`config.mk`:
```
export PLATFORM = sky130hd
export DESIGN_NAME = bus_arbiter_rr
export DESIGN_NICKNAME = d
export VERILOG_FILES = /design/src/rtl/bus_arbiter_rr.sv
export SDC_FILE = /design/constraint.sdc
export NUM_CORES = 1
export LEC_CHECK = 0
export CAP_MARGIN = 40
export CORE_AREA = 2 2 125 127
export CTS_BUF_LIST = sky130_fd_sc_hd__clkbuf_4 sky130_fd_sc_hd__clkbuf_8
export CTS_CLUSTER_DIAMETER = 40
export CTS_CLUSTER_SIZE = 20
export DETAILED_ROUTE_END_ITERATION = 10
export DIE_AREA = 0 0 127 129
export GPL_TIMING_DRIVEN = 0
export PLACE_DENSITY = 0.61
export RECOVER_POWER = 50
export SETUP_SLACK_MARGIN = 0.4
export SLEW_MARGIN = 20
export SYNTH_ARGS = -nofsm -noshare
export SYNTH_HDL_FRONTEND = slang
export SYNTH_SLANG_ARGS = --single-unit
```
`constraint.sdc`:
```
create_clock -name clk_i -period 3.4 [get_ports clk_i]
set_input_delay 0.68 -clock clk_i [delete_from_list [all_inputs] [get_ports clk_i]]
set_output_delay 0.68 -clock clk_i [all_outputs]
set_load 0.05 [all_outputs]
```
`src/rtl/bus_arbiter_rr.sv`:
```
// -----------------------------------------------------------------------------
// bus_arbiter_rr
//
// Round-robin arbiter that shares a single req/ack/resp memory-bus slave port
// between two masters (for example the UDM debug master and the CPU data port
// in front of bus-unit port 1). Read transfers push the issuing master id into
// an in-order ID FIFO so that every read response, including pipelined ones,
// is returned to the master that issued the read.
//
// Parameters
//   RD_DEPTH : maximum number of outstanding reads (power of two, >= 2)
//   PTR_W    : log2(RD_DEPTH)
//
// Ports
//   clk_i, rst_i              : clock (rising edge), synchronous active-high reset
//   mX_req_i / mX_we_i        : master request, 1=write 0=read
//   mX_addr_bi / mX_be_bi     : master address / byte enables
//   mX_wdata_bi               : master write data
//   mX_ack_o                  : request accepted this cycle (zero latency)
//   mX_resp_o / mX_rdata_bo   : read data valid / read data for this master
//   s_req_o .. s_wdata_bo     : request side of the shared slave port
//   s_ack_i                   : slave accepted the presented request
//   s_resp_i / s_rdata_bi     : slave read data valid / read data
//   rd_pending_bo             : registered count of outstanding reads
//   err_o                     : sticky, a response arrived with no read pending
// -----------------------------------------------------------------------------
module bus_arbiter_rr #(
    parameter int RD_DEPTH = 4,
    parameter int PTR_W    = 2
) (
    input  logic             clk_i,
    input  logic             rst_i,

    input  logic             m0_req_i,
    input  logic             m0_we_i,
    input  logic [31:0]      m0_addr_bi,
    input  logic [3:0]       m0_be_bi,
    input  logic [31:0]      m0_wdata_bi,
    output logic             m0_ack_o,
    output logic             m0_resp_o,
    output logic [31:0]      m0_rdata_bo,

    input  logic             m1_req_i,
    input  logic             m1_we_i,
    input  logic [31:0]      m1_addr_bi,
    input  logic [3:0]       m1_be_bi,
    input  logic [31:0]      m1_wdata_bi,
    output logic             m1_ack_o,
    output logic             m1_resp_o,
    output logic [31:0]      m1_rdata_bo,

    output logic             s_req_o,
    output logic             s_we_o,
    output logic [31:0]      s_addr_bo,
    output logic [3:0]       s_be_bo,
    output logic [31:0]      s_wdata_bo,
    input  logic             s_ack_i,
    input  logic             s_resp_i,
    input  logic [31:0]      s_rdata_bi,

    output logic [PTR_W:0]   rd_pending_bo,
    output logic             err_o
);

    localparam logic [PTR_W:0] FULL_CNT = (PTR_W+1)'(RD_DEPTH);

    // Control state
    logic             last_grant;
    logic [PTR_W:0]   rd_cnt;
    logic [PTR_W-1:0] wr_ptr;
    logic [PTR_W-1:0] rd_ptr;
    logic             err_q;

    // ID storage: one bit per outstanding read (0 = m0, 1 = m1). Pure data,
    // its validity is tracked by the pointers and count, so it is not reset.
    logic [RD_DEPTH-1:0] id_mem;

    // Combinational decode
    logic fifo_full;
    logic fifo_empty;
    logic m0_elig;
    logic m1_elig;
    logic grant_vld;
    logic grant_id;
    logic xfer;
    logic push;
    logic pop;
    logic head_id;
    logic resp_spurious;

    // While reset is asserted the FIFO is treated as empty, so no response is
    // routed and reads are not blocked by stale occupancy.
    assign fifo_full  = (rd_cnt == FULL_CNT) && !rst_i;
    assign fifo_empty = (rd_cnt == '0) || rst_i;

    // A full FIFO only blocks reads; writes never need an ID slot.
    assign m0_elig = m0_req_i && (m0_we_i || !fifo_full);
    assign m1_elig = m1_req_i && (m1_we_i || !fifo_full);

    always_comb begin
        grant_vld = 1'b0;
        grant_id  = 1'b0;
        if (m0_elig && m1_elig) begin
            grant_vld = 1'b1;
            grant_id  = ~last_grant;
        end else if (m0_elig) begin
            grant_vld = 1'b1;
            grant_id  = 1'b0;
        end else if (m1_elig) begin
            grant_vld = 1'b1;
            grant_id  = 1'b1;
        end
    end

    // Slave request mux; everything is driven to zero when nobody is granted.
    always_comb begin
        s_req_o    = 1'b0;
        s_we_o     = 1'b0;
        s_addr_bo  = '0;
        s_be_bo    = '0;
        s_wdata_bo = '0;
        if (grant_vld) begin
            s_req_o = 1'b1;
            if (grant_id) begin
                s_we_o     = m1_we_i;
                s_addr_bo  = m1_addr_bi;
                s_be_bo    = m1_be_bi;
                s_wdata_bo = m1_wdata_bi;
            end else begin
                s_we_o     = m0_we_i;
                s_addr_bo  = m0_addr_bi;
                s_be_bo    = m0_be_bi;
                s_wdata_bo = m0_wdata_bi;
            end
        end
    end

    assign m0_ack_o = grant_vld && !grant_id && s_ack_i;
    assign m1_ack_o = grant_vld &&  grant_id && s_ack_i;

    assign xfer = grant_vld && s_ack_i;
    assign push = xfer && !s_we_o;

    // Response routing by the FIFO head
    assign head_id       = id_mem[rd_ptr];
    assign pop           = s_resp_i && !fifo_empty;
    assign resp_spurious = s_resp_i && fifo_empty;

    assign m0_resp_o   = pop && !head_id;
    assign m1_resp_o   = pop &&  head_id;
    assign m0_rdata_bo = (pop && !head_id) ? s_rdata_bi : '0;
    assign m1_rdata_bo = (pop &&  head_id) ? s_rdata_bi : '0;

    assign rd_pending_bo = rd_cnt;
    assign err_o         = err_q;

    // Arbitration history; reset value 1 makes m0 win the first tie.
    always_ff @(posedge clk_i) begin
        if (rst_i) begin
            last_grant <= 1'b1;
        end else if (xfer) begin
            last_grant <= grant_id;
        end
    end

    // FIFO pointers and occupancy; push and pop are independent, a
    // simultaneous push/pop leaves the count unchanged.
    always_ff @(posedge clk_i) begin
        if (rst_i) begin
            wr_ptr <= '0;
            rd_ptr <= '0;
            rd_cnt <= '0;
        end else begin
            if (push) begin
                wr_ptr <= wr_ptr + 1'b1;
            end
            if (pop) begin
                rd_ptr <= rd_ptr + 1'b1;
            end
            case ({push, pop})
                2'b10:   rd_cnt <= rd_cnt + 1'b1;
                2'b01:   rd_cnt <= rd_cnt - 1'b1;
                default: rd_cnt <= rd_cnt;
            endcase
        end
    end

    always_ff @(posedge clk_i) begin
        if (push) begin
            id_mem[wr_ptr] <= grant_id;
        end
    end

    // Sticky error for responses with no read outstanding
    always_ff @(posedge clk_i) begin
        if (rst_i) begin
            err_q <= 1'b0;
        end else if (resp_spurious) begin
            err_q <= 1'b1;
        end
    end

endmodule

```
==> reports/results.ini, run 1 <==
[status]
status = finished clean

[critical_path]
cp.required_ps = 2720
critPathKind = in2out
crit_top_cell = buf_8
endpoint_kind = output pin
cpMaxStageDelayCell = dlygate4sd3_1
path_cells = dlygate4sd3_1 > nor2b_2 > a21oi_4 > buf_6 > buf_12 > buf_8 > clkbuf_16 > a22o_4 > buf_8
cpPeakStageDelay_ps = 600
arrival_ps = 2600
cp_num_buf_inv = 6
cp_top_family = buffers and inverters
path_max_fanout = 6
cp-start-kind = input pin

[sta]
rsz0062_at_grt = yes
fin_ws_ps = 123
fin_crit_ps = 3280
finalMaxSlewViolations = 0
maxSlewHeadroom_pct = 56.8
tightest_slew_ps = 651
final_hold_viol_count = 0
finalSetupViolCount = 0
skew_ps = 2.02
max_freq_ghz = 0.305
layout_worst_path_cycle_share_pct = 96.4

[placed_design]
hpwl_um = 12100
place_congestion = 0.897
dp_slack_ps = -989
port_buffers = 317

[logic_synthesis]
syn_area_per_cell_sq_um = 7.36
synth_top_area_share_pct = 29.8
netlist_top_cells_count = a22o_1 (68), nor2_1 (39), nand2_1 (35)
synth-seq-cells = 13
synth_area_sq_mm = 0.00200
netlist_instances = 271
async_flop_share_pct = 0
synth-seq-area-share_pct = 15.0
yosysTopAreaCell = a22o_1
ys.warnings.count = 0
syn-num-nets = 453
synthFlopType = dfxtp_1
synth-edff-count = 4
yosys.cell_count.top_type = a22o_1
synthDistinctLibCells = 35
yosys-top-cells-area = a22o_1 (30%), and3_1 (10%), dfxtp_1 (9.0%)

[finish]
nFillCells = 1572
nNetsFinal = 799
diodes = 0
syn_to_final_growth_pct = 200
drive_gt1_share_pct = 29.7

[cts]
clk-insertion-delay-late_ps = 240
cts_tree = done
numCtsBuffers = 3
path_clk_slew_ps = 60
hold_buffers = 0
clock-sinks = 13
cts-root-buf = clkbuf_8
cts_max_path_buffers = 2
htreeDepth = 1

[route]
routedWlPerCell_um = 18.5
via_count = 3522
drc = 0
first_iter_violations = 80
via_per_inst = 4.38
totalWireLength_um = 14900
first_pass_iters = 4
drtAntennaViolNets = 0

[power_and_ir_drop]
p_leak_nw = 2.62
max-vdd-ir-drop_v = 0.000122
p_per_area_mw_per_mm2 = 257
total_power_mw = 1.54

[global_route]
grt_overflow = 0
antenna_found_initial = 1
gr-usage-all-layers_pct = 16.6
grt_pass1_wl_um = 20900
grt_max_degree = 14
grt_pass1_vias = 3618

[floorplanning]
start_util_pct = 13.3
rows = 45
dieArea_sq_mm = 0.0164
coreArea_sq_mm = 0.0150
fp.dieH_um = 129
io_pins = 318
die_w_um = 127

[run]
drv_cap = 0

[worst_hold_path]
hold_path.class = reg2reg

[timing repair]
action                                  4_1_cts  5_1_grt
buffers inserted                             13        3
pin swaps                                    40       15
resized for setup                           815      129
gates cloned                                  6        2
endpoints found under the setup margin      140      137
[stage by stage]
| stage | instance area (sq um) | hold slack [ps] | cells | TNS (ps) | util [%] |
|---|---|---|---|---|---|
| 2_1_floorplan | 2050 | 443 | 271 | 0 | - |
| 3_3_place_gp | 5460 | 457 | 776 | -89100 | 36.4 |
| 3_5_place_dp | 5460 | 474 | 776 | -95620 | 36.4 |
| 4_1_cts | 6180 | 481 | 799 | 0 | 41.3 |
| 5_1_grt | 5980 | 511 | 804 | 0 | 39.9 |
| 6_report | 5980 | 476 | 804 | 0 | 39.9 |
[sequential cells by signal, summed over array words and instances (netlist names)]
register and count:
err_o 1, id_mem 4, last_grant 1, rd_pending_bo 3
rd_ptr 2, wr_ptr 2
[power breakdown]
group	internal [mW]	switching, mW
combinational	0.561	0.651
sequential	0.169	0.0106
clock	0.0907	0.0550
[final cells by class]
class	count	area [sq um]	area share (%)
timing repair buffer	341	3350	56.0
clock buffer	4	48.8	0.816
buffer	29	275	4.60
multi-input combinational	223	1750	29.3
inverter	6	22.5	0.376
tap	188	235	3.93
sequential	13	302	5.04
[logic make-up (layout without fill, tap and decap cells)]
group	count (synthesis)	after routing	synth area share, %
mux	4	4	2.70
compound gates	84	84	35.7
buf+inv	35	380	10.4
fa+ha+maj	6	6	4.14
flops	13	13	15.0
xor+xnor	3	3	1.32
simple gates	126	126	30.7
[worst reg2reg max path: stages (launching register included)]
cell	delay, ps
dfxtp_1	350
or4b_4	600
clkbuf_1	150
buf_4	140
o211a_1	180
inv_1	90
ha_1	170
inv_1	60
fa_1	370
xor2_1	160
or3_1	300
a21oi_1	130
[cell usage in the layout (no fill, tap or decap), types with 6 or more instances in the layout]
master / instances
nor2_2: 10
and3_1: 33
buf_6: 54
clkdlybuf4s50_1: 173
buf_8: 35
inv_1: 6
nand2_1: 35
nor2_1: 29
a22o_1: 43
a21oi_1: 6
clkbuf_1: 58
dfxtp_1: 8
a22o_4: 24
buf_4: 20
[routing by layer]
metal  vias to the layer above  global-route usage [%]  wire (um)
met1                      1616                    17.3       5290
met5                         -                       0         13
li1                       1687                       -          -
met3                        14                    4.82       1350
met2                       203                    32.7       8020
met4                         2                    3.62        229
[worst paths after layout]
check | startpoint | end | slack [ps] | cells after the start
worst max-delay path | m1_req_i | s_be_bo[0] | 120 | 9
worst min register to register | rd_ptr[1]$_SDFFE_PP0P_ | rd_ptr[1]$_SDFFE_PP0P_ | 480 | 1
worst min-delay path | rd_ptr[1]$_SDFFE_PP0P_ | rd_ptr[1]$_SDFFE_PP0P_ | 480 | 1
worst max register to register | rd_pending_bo[0]$_SDFFE_PP0P_ | rd_pending_bo[2]$_SDFFE_PP0P_ | 610 | 11
Note: power is estimated with default switching activity, not from simulation.
==> inputs of run 2 (changes only) <==
GPL_TIMING_DRIVEN = unset   (was 0)
==> reports/results.ini, run 2 (synthesis gave the netlist of run 1 again) <==
[floorplanning]
coreArea_sq_mm = 0.0150
start_util_pct = 13.3
rows = 45
io_pins = 318
fp.dieH_um = 129
die_w_um = 127
dieArea_sq_mm = 0.0164

[power_and_ir_drop]
combPwrFrac_pct = 81.5
total_power_mw = 1.75
seq_power_share_pct = 10.3
p_per_area_mw_per_mm2 = 243
max-vdd-ir-drop_v = 0.000123
p_clk_share_pct = 8.3
p_sw_share_pct = 42.9
p_int_mw = 1.00
p_switching_mw = 0.753
p_leak_nw = 3.19

[route]
first_iter_violations = 118
drc = 0
totalWireLength_um = 15300
first_pass_iters = 4
via_per_inst = 4.42
routedWlPerCell_um = 19.5
via_count = 3480
drtAntennaViolNets = 0

[critical_path]
path_max_fanout = 6
cpPeakStageDelay_ps = 530
critPathKind = in2out
cpMaxStageDelayCell = or4b_4
endpoint_kind = output pin
cp-start-kind = input pin
path_cells = buf_6 > or4b_4 > clkbuf_1 > o21ai_2 > clkbuf_1 > a21oi_4 > clkbuf_16 > clkbuf_16 > a22o_4 > buf_12
arrival_ps = 2570
cp.required_ps = 2720

[finish]
nFillCells = 1339
register_area_sq_um = 302
regMostFlops = id_mem
syn_to_final_growth_pct = 261
final_cell_mix = clkdlybuf4s50_1 (171), buf_12 (112), a22o_4 (52)
multi_input_area_sq_mm = 0.00197
nNetsFinal = 782
final_common_cell = clkdlybuf4s50_1
final_cells = 788
drive_gt1_share_pct = 39.9
largest_reg_flops = 4

[global_route]
grt_pass1_wl_um = 20300
grt_pass1_vias = 3442
grt_overflow = 0
gr-usage-all-layers_pct = 16.2
antenna_found_initial = 2
grt_max_degree = 70

[sta]
final_hold_viol_count = 0
finalSetupTns_ps = 0
maxSlewHeadroom_pct = 55.2
finalSetupViolCount = 0
holdWs_ps = 505
rsz0062_at_grt = yes
layout_worst_path_cycle_share_pct = 95.5
finalMaxSlewViolations = 0
max_freq_ghz = 0.308
tightest_slew_ps = 674
skew_ps = 0.776
fin_crit_ps = 3250

[cts]
cts-root-buf = clkbuf_8
clock-sinks = 13
cts_max_path_buffers = 2
clk-insertion-delay-late_ps = 240
htreeDepth = 1
path_clk_slew_ps = 50
numCtsBuffers = 3
cts_tree = done

[placed_design]
port_buffers = 317
place_congestion = 0.896
hpwl_um = 12200
dp.cells = 767

[status]
status = finished clean

[worst_hold_path]
hold_path.class = reg2reg

[run]
drv_cap = 0

[run 2: cell count changes in the layout (fill, tap and decap cells not counted), sizes merged]
cell           change
clkbuf            -29
clkdlybuf4s50      -2
dlymetal6s2s       +4
bufbuf             +1
clkdlybuf4s15      -1
dlygate4sd3        +1
dlygate4sd2        -1
diode              +1
clkdlybuf4s18      -1
buf               +11
[run 2: per-layer routing]
layer | vias up | wire length [um] | track usage (%)
met5 | - | 13 | 0
met4 | 2 | 258 | 2.97
met3 | 13 | 1390 | 4.57
met2 | 212 | 8150 | 31.7
met1 | 1601 | 5520 | 17.4
li1 | 1652 | - | -
[run 2: final timing paths]
check,from,to,slack [ps],depth (start not counted)
hold / removal,rd_ptr[1]$_SDFFE_PP0P_,rd_ptr[1]$_SDFFE_PP0P_,510,1
setup / recovery,rst_i,s_wdata_bo[27],150,10
hold reg to reg,rd_ptr[1]$_SDFFE_PP0P_,rd_ptr[1]$_SDFFE_PP0P_,510,1
setup reg to reg,rd_pending_bo[0]$_SDFFE_PP0P_,rd_pending_bo[2]$_SDFFE_PP0P_,790,10
[run 2: per-stage QoR]
step	worst slack, ps	area, sq um	util (%)
3_3_place_gp	-86.9	6870	45.9
2_1_floorplan	415	2050	-
6_report	154	7210	48.1
5_1_grt	104	7200	48.1
4_1_cts	198	7350	49.1
3_5_place_dp	-145	6900	46.1
[run 2: cell type report]
cell class | instances | share of cell area, %
Multi-Input combinational cell | 223 | 27.4
Sequential cell | 13 | 4.18
Antenna cell | 1 | 0.0347
Tap cell | 188 | 3.26
Inverter | 6 | 0.313
Timing Repair Buffer | 353 | 64.2
Clock buffer | 4 | 0.677
[run 2: critical path, delay by kind of cell]
kind | cells | cell delay (ps)
and+or+nand+nor | 1 | 530
buffers and inverters | 6 | 900
AOI/OAI and AO/OA | 3 | 440
[run 2: power groups by stage]
| stage | combinational [mW] | sequential, mW | clock [mW] |
|---|---|---|---|
| floorplan | 0.553 | 0.197 | 0 |
| global placement | 1.30 | 0.182 | 0 |
| detailed placement | 1.32 | 0.183 | 0 |
| CTS | 1.40 | 0.181 | 0.150 |
| global route | 1.48 | 0.182 | 0.155 |
| finish | 1.43 | 0.180 | 0.145 |
[run 2: what timing repair did]
| action | 4_1_cts | 5_1_grt |
|---|---|---|
| pin swaps | 10 | 7 |
| hold buffers | 0 | 0 |
| gates cloned | 2 | 7 |
| hold endpoints to repair | 0 | 0 |
| buffers inserted | 3 | 4 |
| resized for setup | 53 | 28 |
| endpoints found under the setup margin | 82 | 70 |
